==> src/rtl/mul_seq_32b.sv <==
// Iterative 32x32 shift-and-add multiplier for RV32M MUL/MULH/MULHSU/MULHU using an external adder.
// Optional feature macro: MUL_SIGNED_EN enables sign-magnitude handling for MULH/MULHSU.
module mul_seq_32b (
   input  logic        clk_i,
   input  logic        rst_ni,
   input  logic        valid_i,
   output logic        ready_o,
   input  logic [1:0]  op_i,
   input  logic [31:0] a_i,
   input  logic [31:0] b_i,
   input  logic        kill_i,
   output logic        valid_o,
   input  logic        ready_i,
   output logic [31:0] result_o,
   output logic [31:0] adder_a_o,
   output logic [31:0] adder_b_o,
   input  logic [31:0] adder_sum_i,
   input  logic        adder_carry_i
);

   typedef enum logic [1:0] {IDLE, CALC, FIX, DONE} state_t;

   state_t      state, state_nxt;
   logic [1:0]  op;
   logic [31:0] hi, lo, mcand;
   logic [4:0]  cnt;
   logic        accept;
   logic [31:0] mag_a, mag_b;

   assign accept = (state == IDLE) && valid_i && !kill_i;

`ifdef MUL_SIGNED_EN
   logic        signed_a, signed_b, neg_in, neg;
   logic [63:0] prod_neg;

   assign signed_a = (op_i == 2'b01) || (op_i == 2'b10);
   assign signed_b = (op_i == 2'b01);
   assign mag_a    = (signed_a && a_i[31]) ? (~a_i + 32'd1) : a_i;
   assign mag_b    = (signed_b && b_i[31]) ? (~b_i + 32'd1) : b_i;
   assign neg_in   = (signed_a && a_i[31]) ^ (signed_b && b_i[31]);
   assign prod_neg = ~{hi, lo} + 64'd1;

   always_ff @(posedge clk_i or negedge rst_ni) begin
      if (!rst_ni)     neg <= 1'b0;
      else if (accept) neg <= neg_in;
   end
`else
   assign mag_a = a_i;
   assign mag_b = b_i;
`endif

   always_ff @(posedge clk_i or negedge rst_ni) begin
      if (!rst_ni) state <= IDLE;
      else         state <= state_nxt;
   end

   always_comb begin
      state_nxt = state;
      ready_o   = 1'b0;
      valid_o   = 1'b0;
      result_o  = '0;
      adder_a_o = '0;
      adder_b_o = '0;
      case (state)
         IDLE: begin
            ready_o = 1'b1;
            if (valid_i && !kill_i) state_nxt = CALC;
         end
         CALC: begin
            adder_a_o = hi;
            adder_b_o = lo[0] ? mcand : '0;
            if (kill_i)              state_nxt = IDLE;
            else if (cnt == 5'd31)   state_nxt = FIX;
         end
         FIX: begin
            state_nxt = kill_i ? IDLE : DONE;
         end
         DONE: begin
            valid_o  = 1'b1;
            result_o = (op == 2'b00) ? lo : hi;
            if (kill_i || ready_i) state_nxt = IDLE;
         end
         default: state_nxt = IDLE;
      endcase
   end

   // {hi,lo} shifts right as one 65-bit value: the carry enters hi[31], the
   // adder's LSB drops into lo[31], and the consumed multiplier bit falls off.
   always_ff @(posedge clk_i or negedge rst_ni) begin
      if (!rst_ni) begin
         op    <= '0;
         hi    <= '0;
         lo    <= '0;
         mcand <= '0;
         cnt   <= '0;
      end else if (accept) begin
         op    <= op_i;
         mcand <= mag_a;
         lo    <= mag_b;
         hi    <= '0;
         cnt   <= '0;
      end else if (state == CALC && !kill_i) begin
         hi  <= {adder_carry_i, adder_sum_i[31:1]};
         lo  <= {adder_sum_i[0], lo[31:1]};
         cnt <= cnt + 5'd1;
      end
`ifdef MUL_SIGNED_EN
      else if (state == FIX && !kill_i && neg) begin
         {hi, lo} <= prod_neg;
      end
`endif
   end

endmodule

==> config.mk <==
export PLATFORM = sky130hd
export DESIGN_NAME = mul_seq_32b
export DESIGN_NICKNAME = d
export VERILOG_FILES = /design/src/rtl/mul_seq_32b.sv
export SDC_FILE = /design/constraint.sdc
export NUM_CORES = 1
export LEC_CHECK = 0
export BUFFER_PORTS_ARGS = -buffer_cell sky130_fd_sc_hd__buf_2
export CAP_MARGIN = 20
export CORE_MARGIN = 10
export CORE_UTILIZATION = 53
export CTS_CLUSTER_DIAMETER = 120
export DETAILED_ROUTE_END_ITERATION = 16
export GPL_ROUTABILITY_DRIVEN = 0
export PLACE_DENSITY_LB_ADDON = 0.15
export SLEW_MARGIN = 20
export SYNTH_ARGS = -nofsm -noshare
export SYNTH_HDL_FRONTEND = slang
export SYNTH_SLANG_ARGS = --single-unit
==> constraint.sdc <==
create_clock -name clk_i -period 4.9 [get_ports clk_i]
set_clock_uncertainty 0.05 [all_clocks]
set_input_delay 0.49 -clock clk_i [delete_from_list [all_inputs] [get_ports clk_i]]
set_output_delay 0.49 -clock clk_i [all_outputs]
set_load 0.02 [all_outputs]
-- Yosys cells after proc, flatten, opt, wreduce, memory -nomap -nowiden
Cells that the tools add are included.
- bits in registers: 105
- bits in latches: 0
- bits in writable memories: 0
- ROM bits: 0
- input port bits: 104
- logic and storage cells: 43
- memories: 0
- add/sub/neg operators: 1
- multipliers: 0
- div/mod/pow operators: 0
- order comparisons: 0
- equality and inequality tests: 7
- shift-type cells: 0
- multiplexer cells: 19
- bitwise operators: 0
- reduce and logical (&&, ||, !) cells: 10
- operator list (kind ; number):
    $mux 32 ; 9
    $mux 2 ; 5
    $mux 5 ; 2
    $pmux 2 s4 ; 1
    $add 5x1->5 const B ; 1
    $eq 5x5->1 const B ; 1
    $eq 2x2->1 const B ; 2
    $logic_and 1x1->1 ; 4
    $logic_not 2->1 ; 2
    $ne 3x3->1 const B ; 1
    $reduce_and 3->1 ; 1
    $eq 2x1->1 const B ; 1
    $mux 1 ; 2
    $ne 2x1->1 const B ; 1
    $ne 2x2->1 const B ; 1
    $reduce_bool 2->1 ; 1
    $logic_not 1->1 ; 1
    $logic_or 1x1->1 ; 1

-- Longest topological paths before layout
- depth after elaboration: 4
- depth in mapped cells: 6
- mapped depth without buffers: 6

-- Least setup slack after synthesis
Ideal clock, no wire load.
- path kind: register to output
- start point: reg state[1]
- end point: out adder_b_o[10]
- arrival: 1.334 ns
- data required time: 4.360 ns
- path slack: 3.026 ns
- cell stages (with the launch flop): 6
- buffers on the path: 3
- cell sequence: dfrtp_1 -> buf_6 -> nor2b_1 -> clkbuf_1 -> clkbuf_1 -> and3_1
- word-level cells in the longest chain between the ends: 2
- ends and longest elaborated chain (element ; RTL line ; text):
    start, declared ; 23 ; state_t state, state_nxt;
    start signal, assigned ; 54 ; else state <= state_nxt;
    $eq 2x1->1 ; 64 ; case (state)
    $mux 32 ; 64 ;
    end, declared ; 16 ; output logic [31:0] adder_b_o,
No other way between the ends.

-- Worst setup path in the final report
- start point: reg state[0]
- end point: out adder_b_o[18]
The elaborated chain is that of the path after synthesis.

==> results.toml <==
[worst_setup_path]
slowest_stage = "dfrtp_1"
cp.arrival_ns = 2.10
path_cells = "nor2b_4 -> buf_16 -> and3_1 -> buf_2"
critical-path-max-stage-delay_ns = 0.58
r2r-end = "cnt[4]"
path_max_fanout = 43
required_ns = 4.36
start_kind = "flop"
end_kind = "output pin"
ff2ff_path_depth = 5
r2r-start = "state[1]"
reg2reg_slack_ns = 2.52
worstSetupPathType = "flop to output pin"

[clock_network]
cts_root_buffer = "clkbuf_8"
cts_buffer_depth = 2
cts_tree = "done"
ctsResizeCount = 0
clock-sinks = 105
htree_num_levels = 3
cts_made_buffers = 9
hold_buffers = 0
cts_setup_buffers = 0
clk_latency_ns = 0.35
cts.clk_slew.worst_paths_ns = 0.10

[synthesis]
synth_edf_count = 0
synth-main-ff-cell = "dfrtp_1"
synth_cells = 599
async_flop_share_pct = 100
syn_nets = 705
syn_area_per_cell_sq_um = 8.53
syn-cell-area_sq_um = 5110
synth-seq-area-share_pct = 51.4
synth_cell_type_count = 32
ys_ff_latch = 105
yosysWarnings = 0

[grt]
grt_pass1_wl_um = 24500
grt_usage_pct = 20.9
grt_antenna_before_repair = 0
gr-total-overflow = 0
grt_start_max_net_pins = 69
grt_pass1_vias = 4753

[placed_design]
portBuffers = 201
placed_area_sq_um = 6110
dpl_worst_slack_ns = 2.31
dp.final_hpwl_um = 10500

[sta]
maxSlewHeadroom_pct = 42.3
tns_ns = 0
fmax_ghz = 0.379
finalCritPeriodShare_pct = 53.8
min_period_ns = 2.64
tightestPinTransition_ns = 0.865
drv_slew = 0
hold_violations = 0
grt_setup_unrepaired = "false"
layout_setup_ws_ns = 2.26
setup_violations = 0

[drt]
drc = 0
finalWirelength_um = 15200
drtIter0Drc = 348
num_vias = 4793
dr.pass1.iters = 5
postRouteAntennaNets = 0
via_per_inst = 5.32
wl_per_cell_um = 16.9

[die]
start_util_pct = 54.8
die_x_um = 118
num_io_pins = 202
dieArea_sq_um = 14000
core-area_sq_um = 9330
die_y_um = 118
rows = 35

[final_layout]
fin_nets = 874
stdcell_area_sq_um = 6370
num_antenna_cells = 0
postLayoutCoreUtil_pct = 68.3
areaGrowthSynthToFinish_pct = 24.6
drive_above_1_share_pct = 30.3

[outcome]
status = "finished, final reports clean"

[pwr]
total_leakage_power_nw = 3.61
ir_worst_vdd_mv = 0.189
powerDensity_nw_per_um2 = 340

[job]
maxCapViolations = 0

[min_path]
hold_class = "primary input to asynchronous set/reset pin"
==> cells in the mapped netlist, drive strengths merged, types with 2 or more instances <==
cell    instances  area (sq um)
nor3            2          10.0
and3           33           206
nand3          10          50.1
a22oi          10          75.1
a22o           34           298
nand2         200           751
and2           32           200
buf            18           116
inv             2          7.51
dfrtp         105          2630
nor2           27           101
ha              2          25.0
a21oi          76           380
clkbuf         33           124
==> logic make-up after synthesis <==
| kind of cell | synth area share [%] |
|---|---|
| AO/OA/AOI/OAI | 15.1 |
| adder cells (fa/ha/maj) | 0.490 |
| multiplexers | 0.416 |
| flip-flops | 51.4 |
| buffers and inverters | 4.85 |
| XOR/XNOR | 0.171 |
| AND/OR/NAND/NOR | 27.5 |
==> how the worst max path moves through the flow <==
| stage | start | endpoint | slack (ns) |
|---|---|---|---|
| floorplan | state[1] | adder_b_o[10] | 3.03 |
| finish | state[0] | adder_b_o[18] | 2.26 |
| detailed placement | state[1] | result_o[27] | 2.31 |
| global route | state[0] | adder_b_o[4] | 2.14 |
| global placement | state[0] | adder_b_o[4] | 2.45 |
| CTS | state[1] | result_o[27] | 1.93 |
==> flip-flops by register name (all words and copies together), names as in the netlist <==
| signal | cells |
|---|---|
| state | 2 |
| cnt | 5 |
| op | 2 |
| mcand | 32 |
| lo | 32 |
| hi | 32 |
==> area by class of cell <==
cell class | count | area, sq um
fill | 796 | 2960
clock inverter | 4 | 76.3
timing repair buffer | 209 | 1090
sequential | 105 | 2630
clock buffer | 11 | 151
tap | 129 | 161
multi-input combinational | 441 | 2260
inverter | 2 | 7.51
==> routing by layer <==
layer | wire (um) | share of wire (%) | global-route usage, % | vias up
met5 | 0 | 0 | 0 | -
met4 | 172 | 1.1 | 5.18 | 0
met3 | 1160 | 7.6 | 5.43 | 14
met2 | 7480 | 49 | 34.0 | 186
met1 | 6440 | 42 | 27.1 | 2264
li1 | - | - | - | 2329
==> power by group <==
part	switching [mW]	total [mW]	internal (mW)
combinational	0.270	0.450	0.180
sequential	0.110	1.12	1.01
clock	0.287	0.602	0.314
total	0.668	2.17	1.50
==> layout by cell type (no fill, tap or decap), types with 2 or more instances in the layout <==
cell	n
and2_1	32
nor2_2	2
nand3_1	10
a21oi_1	76
nand2_1	199
a22o_1	34
bufinv_16	2
dfrtp_1	105
inv_1	2
buf_2	200
ha_1	2
nor2_1	25
and3_1	33
nor3_1	2
a22oi_1	10
buf_4	8
clkbuf_8	11
==> critical path: cells and delay by family (launching register included) <==
| kind | cells | cell delay [ns] |
|---|---|---|
| DFF | 1 | 0.58 |
| buffers and inverters | 2 | 0.41 |
| and+or+nand+nor | 2 | 0.73 |
==> stage by stage <==
step	instances	total power [mW]	hold slack (ns)
finish	901	2.17	0.111
global route	901	2.30	0.159
CTS	900	2.18	0.130
global placement	885	1.56	0.399
detailed placement	885	1.58	0.405
floorplan	599	1.41	0.144
No activity file was read; power rests on OpenSTA's default activity.
